<file path="src/rtl/dmem_arb_pkg.sv">
// Shared types for the two-port data-memory arbiter: default widths, the
// sequencing FSM state encoding and the latched access command.
package dmem_arb_pkg;

  localparam int ARB_AW = 13;
  localparam int ARB_DW = 16;

  typedef enum logic [1:0] {
    IDLE   = 2'd0,
    ACCESS = 2'd1,
    DONE   = 2'd2
  } state_t;

  // One memory command as captured from the winning requester.
  typedef struct packed {
    logic              we;
    logic [ARB_AW-1:0] addr;
    logic [ARB_DW-1:0] wdata;
  } cmd_t;

endpackage

</file>
<file path="src/rtl/dmem_rr_pick2.sv">
// Combinational two-way round-robin picker. A sole requester always wins;
// on a tie the port that did not win last time gets the slot.
module dmem_rr_pick2 (
  input  logic req0,
  input  logic req1,
  input  logic last,
  output logic valid,
  output logic winner
);

  assign valid  = req0 | req1;
  assign winner = (req0 & req1) ? ~last : req1;

endmodule

</file>
<file path="src/rtl/dmem_arbiter.sv">
// Shares one combinational-read data memory between port 0 (CPU data side)
// and port 1 (DMA/debug loader). Each access runs IDLE -> ACCESS -> DONE,
// with the memory strobe held for WAIT_STATES+1 cycles.
// Optional build macro DMEM_ARB_LOCK_EN adds lock0/lock1: a winner holding
// its lock high in DONE is re-issued straight into ACCESS, keeping the
// other port out for atomic read-modify-write sequences.
module dmem_arbiter
  import dmem_arb_pkg::*;
#(
  parameter int AW          = ARB_AW,
  parameter int DW          = ARB_DW,
  parameter int WAIT_STATES = 0
) (
  input  logic          clk,
  input  logic          reset,
  input  logic          req0,
  input  logic          we0,
  input  logic [AW-1:0] addr0,
  input  logic [DW-1:0] wdata0,
  output logic          gnt0,
  output logic          done0,
  output logic [DW-1:0] rdata0,
  input  logic          req1,
  input  logic          we1,
  input  logic [AW-1:0] addr1,
  input  logic [DW-1:0] wdata1,
  output logic          gnt1,
  output logic          done1,
  output logic [DW-1:0] rdata1,
`ifdef DMEM_ARB_LOCK_EN
  input  logic          lock0,
  input  logic          lock1,
`endif
  output logic          mem_rd,
  output logic          mem_wr,
  output logic [AW-1:0] mem_abus,
  output logic [DW-1:0] mem_wdata,
  input  logic [DW-1:0] mem_rdata,
  output logic          busy
);

  localparam logic [3:0] WS_L = 4'(WAIT_STATES);

  state_t     state, state_n;
  cmd_t       cmd_l, cmd_n, cmd0, cmd1;
  logic       last, last_n;
  logic       win_l, win_n;
  logic [3:0] cnt, cnt_n;
  logic       pick_valid, pick_winner;
  logic [1:0] gnt_c, done_c;
  logic       capture;

  assign cmd0 = '{we: we0, addr: addr0, wdata: wdata0};
  assign cmd1 = '{we: we1, addr: addr1, wdata: wdata1};

  dmem_rr_pick2 u_pick (
    .req0   (req0),
    .req1   (req1),
    .last   (last),
    .valid  (pick_valid),
    .winner (pick_winner)
  );

  // Next-state, arbitration and memory-strobe decode.
  always_comb begin
    state_n   = state;
    cmd_n     = cmd_l;
    last_n    = last;
    win_n     = win_l;
    cnt_n     = cnt;
    gnt_c     = 2'b00;
    done_c    = 2'b00;
    capture   = 1'b0;
    mem_rd    = 1'b0;
    mem_wr    = 1'b0;
    mem_abus  = '0;
    mem_wdata = '0;
    case (state)
      IDLE: begin
        if (pick_valid) begin
          gnt_c[pick_winner] = 1'b1;
          cmd_n   = pick_winner ? cmd1 : cmd0;
          last_n  = pick_winner;
          win_n   = pick_winner;
          cnt_n   = WS_L;
          state_n = ACCESS;
        end
      end
      ACCESS: begin
        mem_abus  = cmd_l.addr;
        mem_wdata = cmd_l.wdata;
        mem_rd    = ~cmd_l.we;
        mem_wr    = cmd_l.we;
        if (cnt != 4'd0) begin
          cnt_n = cnt - 4'd1;
        end else begin
          capture = ~cmd_l.we;
          state_n = DONE;
        end
      end
      DONE: begin
        done_c[win_l] = 1'b1;
        state_n       = IDLE;
`ifdef DMEM_ARB_LOCK_EN
        // Locked winner keeps the memory: re-issue its current command.
        if (win_l ? lock1 : lock0) begin
          gnt_c[win_l] = 1'b1;
          cmd_n        = win_l ? cmd1 : cmd0;
          cnt_n        = WS_L;
          state_n      = ACCESS;
        end
`endif
      end
      default: state_n = IDLE;
    endcase
  end

  // Grants are combinational in IDLE; keep them quiet while reset is held.
  assign gnt0  = gnt_c[0] & ~reset;
  assign gnt1  = gnt_c[1] & ~reset;
  assign done0 = done_c[0];
  assign done1 = done_c[1];
  assign busy  = (state != IDLE);

  // State, arbitration history, wait counter, command latch and read data.
  always_ff @(posedge clk or posedge reset) begin
    if (reset) begin
      state  <= IDLE;
      last   <= 1'b1;
      win_l  <= 1'b0;
      cnt    <= 4'd0;
      cmd_l  <= '0;
      rdata0 <= '0;
      rdata1 <= '0;
    end else begin
      state <= state_n;
      last  <= last_n;
      win_l <= win_n;
      cnt   <= cnt_n;
      cmd_l <= cmd_n;
      if (capture) begin
        if (win_l) rdata1 <= mem_rdata;
        else       rdata0 <= mem_rdata;
      end
    end
  end

endmodule
</file>
<file path="config.mk">
export PLATFORM = sky130hd
export DESIGN_NAME = dmem_arbiter
export DESIGN_NICKNAME = d
export VERILOG_FILES = /design/src/rtl/dmem_arb_pkg.sv /design/src/rtl/dmem_rr_pick2.sv /design/src/rtl/dmem_arbiter.sv
export SDC_FILE = /design/constraint.sdc
export NUM_CORES = 1
export LEC_CHECK = 0
export CAP_MARGIN = 20
export CORE_ASPECT_RATIO = 0.6
export CORE_MARGIN = 8
export CORE_UTILIZATION = 35
export DETAILED_ROUTE_END_ITERATION = 8
export PLACE_DENSITY = 0.7
export SETUP_SLACK_MARGIN = 0.15
export SLEW_MARGIN = 20
export SYNTH_ARGS = -nofsm -noshare
export SYNTH_HDL_FRONTEND = slang
export SYNTH_HIERARCHICAL = 1
export SYNTH_SLANG_ARGS = --single-unit
</file>
<file path="constraint.sdc">
create_clock -name clk -period 5.7 [get_ports clk]
set_clock_uncertainty 0.1 [all_clocks]
set_input_delay 0.855 -clock clk [delete_from_list [all_inputs] [get_ports clk]]
set_output_delay 0.855 -clock clk [all_outputs]
set_load 0.01 [all_outputs]
</file>
==> results_dict.tcl, run 1 <==
set metrics [dict create \
    initial_core_util 0.3594 \
    final_common_cell "clkdlybuf4s50_1" \
    firstDrtPassIters 4 \
    cts_tree "yes" \
    cpLargestDelayFamily "buffers and inverters" \
    area_delta_synth_final_pct 57.57 \
    drv_cap 0 \
    syn_inst 281 \
    final.period_utilization 0.6654 \
    viasPerCell 4.555 \
    die_w_um 141.2 \
    antenna_found_initial 0 \
    period_minus_slack_ns 3.793 \
    crit_buf_inv 2 \
    hold_class "reg2reg" \
    tightest_slew_ns 0.8930 \
    grt_pass1_wl_um 14750 \
    ant_nets 0 \
    insertion_delay_ns 0.32 \
    synth_edf_count 0 \
    synth.net_count 363 \
    yosysWarningCount 6 \
    worstSetupEndpointType "primary output" \
    synth_area_per_cell_um2 11.71 \
    postCtsSetupRepairBufs 0 \
    finalMaxSlewViolations 0 \
    cts_resized 0 \
    leakagePower_nw 2.234 \
    portBuffers 147 \
    dr.first_iter.drc_count 83 \
    setup_viol_count_final 0 \
    status "completed" \
    root_buffer "clkbuf_16" \
    insertedDiodeCount 0 \
    rows 27 \
    gp_congestion 0.6927 \
    rsz0062_at_grt "no" \
    netlist_area_um2 3291 \
    crit_chain "clkdlybuf4s50_1 -> or2_1 -> or3b_2 -> nor3b_1 -> clkdlybuf4s50_1" \
    grtUsageTotal 0.1449 \
    die_area_um2 12860 \
    crit_path_max_fanout 3 \
    finalHoldViolations 0 \
    route.vias.total 2551 \
    fin_util 0.5664 \
    num-nets-final 507 \
    cpPeakStageDelay_ns 0.57 \
    crit_path_frequent_cell "clkdlybuf4s50_1" \
    cts_buffers 9 \
    io_pins 148 \
    layout_common_cells "clkdlybuf4s50_1 (147), dfrtp_1 (69), nand2_1 (34)" \
    maxSlewHeadroom 0.4047 \
    ir_worst_vdd_mv 0.2164 \
    power_w 0.002840 \
    grt_max_degree 71 \
    drc 0 \
    h-tree-depth 3 \
    cp.required_ns 4.74 \
    clock-sinks 70 \
    ys_seq_area_frac 0.5327 \
    wirelength_um 9032 \
    path_class "in2out" \
    overflow 0 \
    synth_ff_type "dfrtp_1" \
    grt_pass1_vias 2746 \
    synth-async-reset-ratio 1.000 \
    core-area_um2 9155 \
    synth_cell_type_count 35 \
    cts.path.max_buffers 2 \
    die_h_um 91.11 \
    critPathSlowestCell "clkdlybuf4s50_1" \
    power_density_nw_per_um2 547.7 \
    place_hpwl_um 6766 \
    drive_gt1_frac 0.1419 \
    cp-start-kind "input port" \
    wl_per_cell_um 16.13 \
    arrival_ns 2.84 \
    ys_ff_latch 70 \
    hold_buffers 0 \
    clk_pin_slew_ns 0.05 \
    fmax_mhz 263.7 \
    fin_setup_tns_ns 0 \
]
==> per-stage QoR <==
stage	hold slack [ns]	cell area (um2)	instances	setup WS, ns
2_1_floorplan	0.3418	3291	281	2.662
3_3_place_gp	0.3525	4882	544	1.910
3_5_place_dp	0.3621	4882	544	1.918
4_1_cts	0.3746	5185	560	1.893
5_1_grt	0.3903	5185	560	1.832
6_report	0.3655	5185	560	1.907
==> kinds of logic after synthesis <==
kind of cell,after synthesis,share of synthesized area
muxes,64,0.2190
buffers and inverters,21,0.02966
and+or+nand+nor,88,0.1521
AOI/OAI and AO/OA,36,0.05894
adders and majority gates,2,0.007603
DFF,70,0.5327
==> area by class of cell <==
type                    count  area (um2)
multi-input cells         190        1454
fillers                   797        3970
repair buffers            151        1501
well taps                 130       162.7
inverters                   3       11.26
flip-flops and latches     70        1753
clock inverters             3       42.54
clock buffers              13       260.3
==> report_power, final <==
group / switching, W / total (W) / internal [W]
sequential: 0.000151 / 0.000902 / 0.000750
combinational: 0.000588 / 0.00138 / 0.000794
clock: 0.000195 / 0.000557 / 0.000362
==> worst reg2reg max path, cell delays in order (launching register included) <==
cell	delay, ns
dfrtp_1	0.41
inv_1	0.10
ha_1	0.18
nor3b_4	0.47
nand4b_4	0.47
mux2_4	0.44
==> final timing paths <==
path / startpoint / to / slack [ns] / cells after the start
setup / recovery: req0 / gnt1 / 1.91 / 5
hold / removal: cmd_l[13] / cmd_l[13] / 0.37 / 2
setup reg to reg: cnt[0] / rdata1[3] / 3.41 / 5
hold reg to reg: cmd_l[13] / cmd_l[13] / 0.37 / 2
max in group asynchronous: reset / win_l / 3.85 / 3
min in group asynchronous: reset / cmd_l[3] / 1.08 / 3
==> per-layer routing <==
metal / GRT usage / part of all wire / wire, um
met5: 0 / 0 / 0
met4: 0.04004 / 0.0083 / 75
met3: 0.06531 / 0.10 / 918
met2: 0.2236 / 0.46 / 4119
met1: 0.1803 / 0.43 / 3919
==> synthesized netlist by cell type, types with 2 or more instances <==
cell type | instances | share of area
and2_1 | 31 | 0.059
buf_1 | 2 | 0.0023
buf_2 | 3 | 0.0046
buf_6 | 2 | 0.0068
clkbuf_1 | 11 | 0.013
dfrtp_1 | 69 | 0.52
ha_1 | 2 | 0.0076
inv_1 | 3 | 0.0034
mux2_2 | 24 | 0.082
mux2_4 | 10 | 0.046
mux2i_1 | 30 | 0.091
nand2_1 | 34 | 0.039
nand3_1 | 5 | 0.0076
nor2_1 | 2 | 0.0023
nor3_1 | 3 | 0.0046
nor3b_1 | 2 | 0.0046
o21ai_0 | 30 | 0.046
==> flip-flops by register name, summed over array words and instances (netlist names) <==
signal,count
cmd_l,30
rdata0,16
rdata1,16
cnt,4
state,2
last,1
win_l,1
Note: power is estimated with default switching activity, not from simulation.
==> run 2: changes to the inputs <==
==> constraint.sdc (replaced) <==
create_clock -name clk -period 3.9 [get_ports clk]
set_clock_uncertainty 0.1 [all_clocks]
set_input_delay 0.585 -clock clk [delete_from_list [all_inputs] [get_ports clk]]
set_output_delay 0.585 -clock clk [all_outputs]
set_load 0.01 [all_outputs]
==> results_dict.tcl, run 2 (synthesis gave the netlist of run 1 again) <==
set metrics [dict create \
    regToRegSetupSlack_ns 1.59 \
    wirelength_um 9291 \
    arrival_ns 2.58 \
    io_pins 148 \
    dp.cells 545 \
    ant_nets 0 \
    cts_buffers 9 \
    grt_pass1_wl_um 15310 \
    num-nets-final 508 \
    clock-sinks 70 \
    dr.first_iter.drc_count 87 \
    core-area_um2 9155 \
    power_density_nw_per_um2 793.2 \
    finalHoldViolations 0 \
    rsz0062_at_grt "no" \
    period_minus_slack_ns 3.260 \
    h-tree-depth 3 \
    worstReg2RegEnd "rdata1[6]" \
    hold_class "reg2reg" \
    portBuffers 147 \
    fmax_mhz 306.7 \
    setup_slack_ns 0.6396 \
    initial_core_util 0.3594 \
    wl_per_cell_um 16.59 \
    postCtsSetupRepairBufs 0 \
    insertedDiodeCount 0 \
    fin_setup_tns_ns 0 \
    path_class "in2out" \
    insertion_delay_ns 0.33 \
    final.period_utilization 0.8360 \
    grtUsageTotal 0.1496 \
    route.vias.total 2570 \
    largest_reg_flops 30 \
    die_w_um 141.2 \
    reg2reg_depth 3 \
    fill_cells 796 \
    finalMaxSlewViolations 0 \
    area_delta_synth_final_pct 56.77 \
    cp-start-kind "input port" \
    rows 27 \
    status "completed" \
    drc 0 \
    final_cells 560 \
    drive_gt1_frac 0.1395 \
    worstSetupEndpointType "primary output" \
    crit_path_max_fanout 3 \
    cp-startpoint "req0" \
    clk_pin_slew_ns 0.05 \
    cts_tree "yes" \
    grt_max_degree 64 \
    grt_pass1_vias 2854 \
    reg.largest.list "cmd_l x30, rdata0 x16, rdata1 x16" \
    die_area_um2 12860 \
    crit_end "gnt1" \
    cts.path.max_buffers 2 \
    post-place-ws_ns 0.6501 \
    hold_buffers 0 \
    drv_cap 0 \
    power_w 0.004092 \
    place_hpwl_um 7283 \
    layout_common_cells "clkdlybuf4s50_1 (147), dfrtp_1 (69), nand2_1 (34)" \
    maxSlewHeadroom 0.5043 \
    final_common_cell "clkdlybuf4s50_1" \
    regToRegStartpoint "state[0]" \
    cp.required_ns 3.21 \
    overflow 0 \
    leakagePower_nw 2.226 \
    die_h_um 91.11 \
    gp_congestion 0.7095 \
    largest_register "cmd_l" \
    viasPerCell 4.589 \
    root_buffer "clkbuf_16" \
    antenna_found_initial 0 \
    holdWs_ns 0.3683 \
    ir_worst_vdd_mv 0.3397 \
    setup_viol_count_final 0 \
    tightest_slew_ns 0.7424 \
    cts_resized 0 \
    firstDrtPassIters 3 \
]
[run 2: stage by stage]
stage               instance area, um2    util
floorplan                         3291       -
global placement                  4890  0.5341
detailed placement                4890  0.5341
CTS                               5159  0.5635
global route                      5159  0.5635
finish                            5159  0.5635
[run 2: layout make-up]
| class | instances | area [um2] | share of cell area |
|---|---|---|---|
| flip-flops and latches | 70 | 1753 | 0.3398 |
| multi-input cells | 190 | 1454 | 0.2818 |
| clock inverters | 1 | 5.005 | 0.0009702 |
| inverters | 3 | 11.26 | 0.002183 |
| repair buffers | 152 | 1509 | 0.2925 |
| well taps | 130 | 162.7 | 0.03153 |
| clock buffers | 14 | 264.0 | 0.05118 |
[run 2: critical path: stages]
cell and delay, ns:
clkdlybuf4s50_1 0.52, or2_1 0.15, or3b_2 0.54, nor3b_1 0.20
clkdlybuf4s50_1 0.57
[run 2: how the worst min path moves through the flow]
stage / cells past startpoint / start / end
2_1_floorplan: 2 / cmd_l[0] / cmd_l[0]
3_3_place_gp: 2 / cmd_l[8] / cmd_l[8]
3_5_place_dp: 2 / cmd_l[11] / cmd_l[11]
4_1_cts: 2 / cmd_l[11] / cmd_l[11]
5_1_grt: 2 / cmd_l[24] / cmd_l[24]
6_report: 2 / cmd_l[24] / cmd_l[24]
[run 2: power breakdown]
group | leakage (nW) | internal [W] | switching, W
Sequential | 0.842 | 0.00110 | 0.000219
Clock | 0.133 | 0.000461 | 0.000280
Combinational | 1.25 | 0.00116 | 0.000874
Total | 2.23 | 0.00272 | 0.00137
[run 2: per-layer routing]
layer  track usage  routed length, um
met5             0                  0
met1        0.1794               4181
met2        0.2364               4215
met4       0.04270                 72
met3       0.07053                820
==> run 3: changes to the inputs <==
==> constraint.sdc (replaced) <==
create_clock -name clk -period 3.2 [get_ports clk]
set_clock_uncertainty 0.1 [all_clocks]
set_input_delay 0.48 -clock clk [delete_from_list [all_inputs] [get_ports clk]]
set_output_delay 0.48 -clock clk [all_outputs]
set_load 0.01 [all_outputs]
==> results_dict.tcl, run 3 (synthesis gave the netlist of run 1 again) <==
set metrics [dict create \
    grt_pass1_wl_um 15090 \
    hold_end "cmd_l[25]" \
    combPwrFrac 0.493 \
    power_w 0.005055 \
    insertedDiodeCount 0 \
    grt_max_degree 71 \
    layout_common_cells "clkdlybuf4s50_1 (146), dfrtp_1 (69), nand2_1 (34)" \
    hold_buffers 0 \
    die_w_um 141.2 \
    regToRegSetupSlack_ns 0.91 \
    wirelength_um 9377 \
    reg.largest.list "cmd_l x30, rdata0 x16, rdata1 x16" \
    clk_pin_slew_ns 0.05 \
    ant_nets 0 \
    die_area_um2 12860 \
    p_switching_w 0.001711 \
    path_class "in2out" \
    cts_buffers 9 \
    postCtsSetupRepairBufs 0 \
    cp-start-kind "input port" \
    maxSlewHeadroom 0.6314 \
    multiInputGateArea_um2 1456 \
    rsz0062_at_grt "no" \
    io_pins 148 \
    area_delta_synth_final_pct 57.76 \
    fin_setup_tns_ns 0 \
    cts_resized 1 \
    finalMaxSlewViolations 0 \
    insertion_delay_ns 0.32 \
    grt_pass1_vias 2750 \
    die_h_um 91.11 \
    seqPwrFrac 0.318 \
    largest_register "cmd_l" \
    hold_class "reg2reg" \
    initial_core_util 0.3594 \
    clock-sinks 70 \
    final_common_cell "clkdlybuf4s50_1" \
    intPower_w 0.003343 \
    firstDrtPassIters 4 \
    worstHoldStart "cmd_l[25]" \
    cts_tree "yes" \
    rows 27 \
    setup_viol_count_final 0 \
    wl_per_cell_um 16.74 \
    grtUsageTotal 0.1490 \
    drv_cap 0 \
    period_minus_slack_ns 2.899 \
    switching_share 0.3386 \
    status "completed" \
    leakagePower_nw 2.239 \
    arrival_ns 2.32 \
    gp_congestion 0.7076 \
    viasPerCell 4.586 \
    drive_gt1_frac 0.1465 \
    core-area_um2 9155 \
    final.period_utilization 0.9059 \
    crit_path_max_fanout 3 \
    reg2reg_depth 5 \
    cts.path.max_buffers 2 \
    root_buffer "clkbuf_16" \
    regToRegStartpoint "cnt[0]" \
    fill_cells 807 \
    cp.required_ns 2.62 \
    largest_reg_flops 30 \
    ff_latch_area_um2 1753 \
    finalHoldViolations 0 \
    dr.first_iter.drc_count 80 \
    fmax_mhz 345.0 \
    h-tree-depth 3 \
    num-nets-final 507 \
    drc 0 \
    overflow 0 \
    tightest_slew_ns 0.5530 \
    power_density_nw_per_um2 973.7 \
    hold_path_depth 2 \
    worstReg2RegEnd "rdata1[3]" \
    clkPwrFrac 0.189 \
    route.vias.total 2568 \
    antenna_found_initial 0 \
    worstSetupEndpointType "primary output" \
    ir_worst_vdd_mv 0.4110 \
    portBuffers 147 \
    place_hpwl_um 7078 \
]
## run 3: power by group through the flow
stage	sequential [W]	combinational (W)	clock, W
finish	0.00161	0.00249	0.000953
global route	0.00167	0.00271	0.00103
CTS	0.00161	0.00254	0.000983
floorplan	0.00165	0.00120	0
global placement	0.00159	0.00248	0
detailed placement	0.00162	0.00253	0
## run 3: layout make-up
class / instances / share of cell area
clock buffers: 12 / 0.05134
repair buffers: 151 / 0.2914
inverters: 3 / 0.002169
flip-flops and latches: 70 / 0.3377
well taps: 130 / 0.03133
clock inverters: 4 / 0.005544
multi-input cells: 190 / 0.2806
## run 3: per-layer routing
| metal | wire length (um) | track usage | up-vias |
|---|---|---|---|
| met3 | 683 | 0.06061 | 5 |
| met2 | 4445 | 0.2448 | 71 |
| li1 | - | - | 1257 |
| met5 | 0 | 0 | - |
| met4 | 70 | 0.04537 | 0 |
| met1 | 4178 | 0.1761 | 1235 |
## run 3: per-stage QoR
step                      cells  area, um2  hold slack (ns)    util  setup WS (ns)
final                       560       5191           0.3691  0.5670         0.3011
after global routing        560       5191           0.3964  0.5670         0.2067
after CTS                   560       5189           0.3759  0.5668         0.1995
after detailed placement    544       4895           0.3633  0.5346         0.1314
after global placement      544       4895           0.3533  0.5346         0.1464
after floorplan             281       3291           0.3418       -         0.8534
## run 3: critical path, cell delays in order
cell and delay, ns:
clkdlybuf4s50_1 0.52, or2_1 0.17, or3b_4 0.44, nor3_1 0.14
clkdlybuf4s50_1 0.56
## run 3: worst max path at each step
stage | start | end | slack (ns) | depth (start not counted)
global route | req0 | gnt0 | 0.21 | 5
floorplan | reset | cmd_l[0] | 0.85 | 1
detailed placement | req0 | gnt1 | 0.13 | 5
global placement | req0 | gnt1 | 0.15 | 5
CTS | req0 | gnt0 | 0.20 | 5
finish | req0 | gnt0 | 0.30 | 5
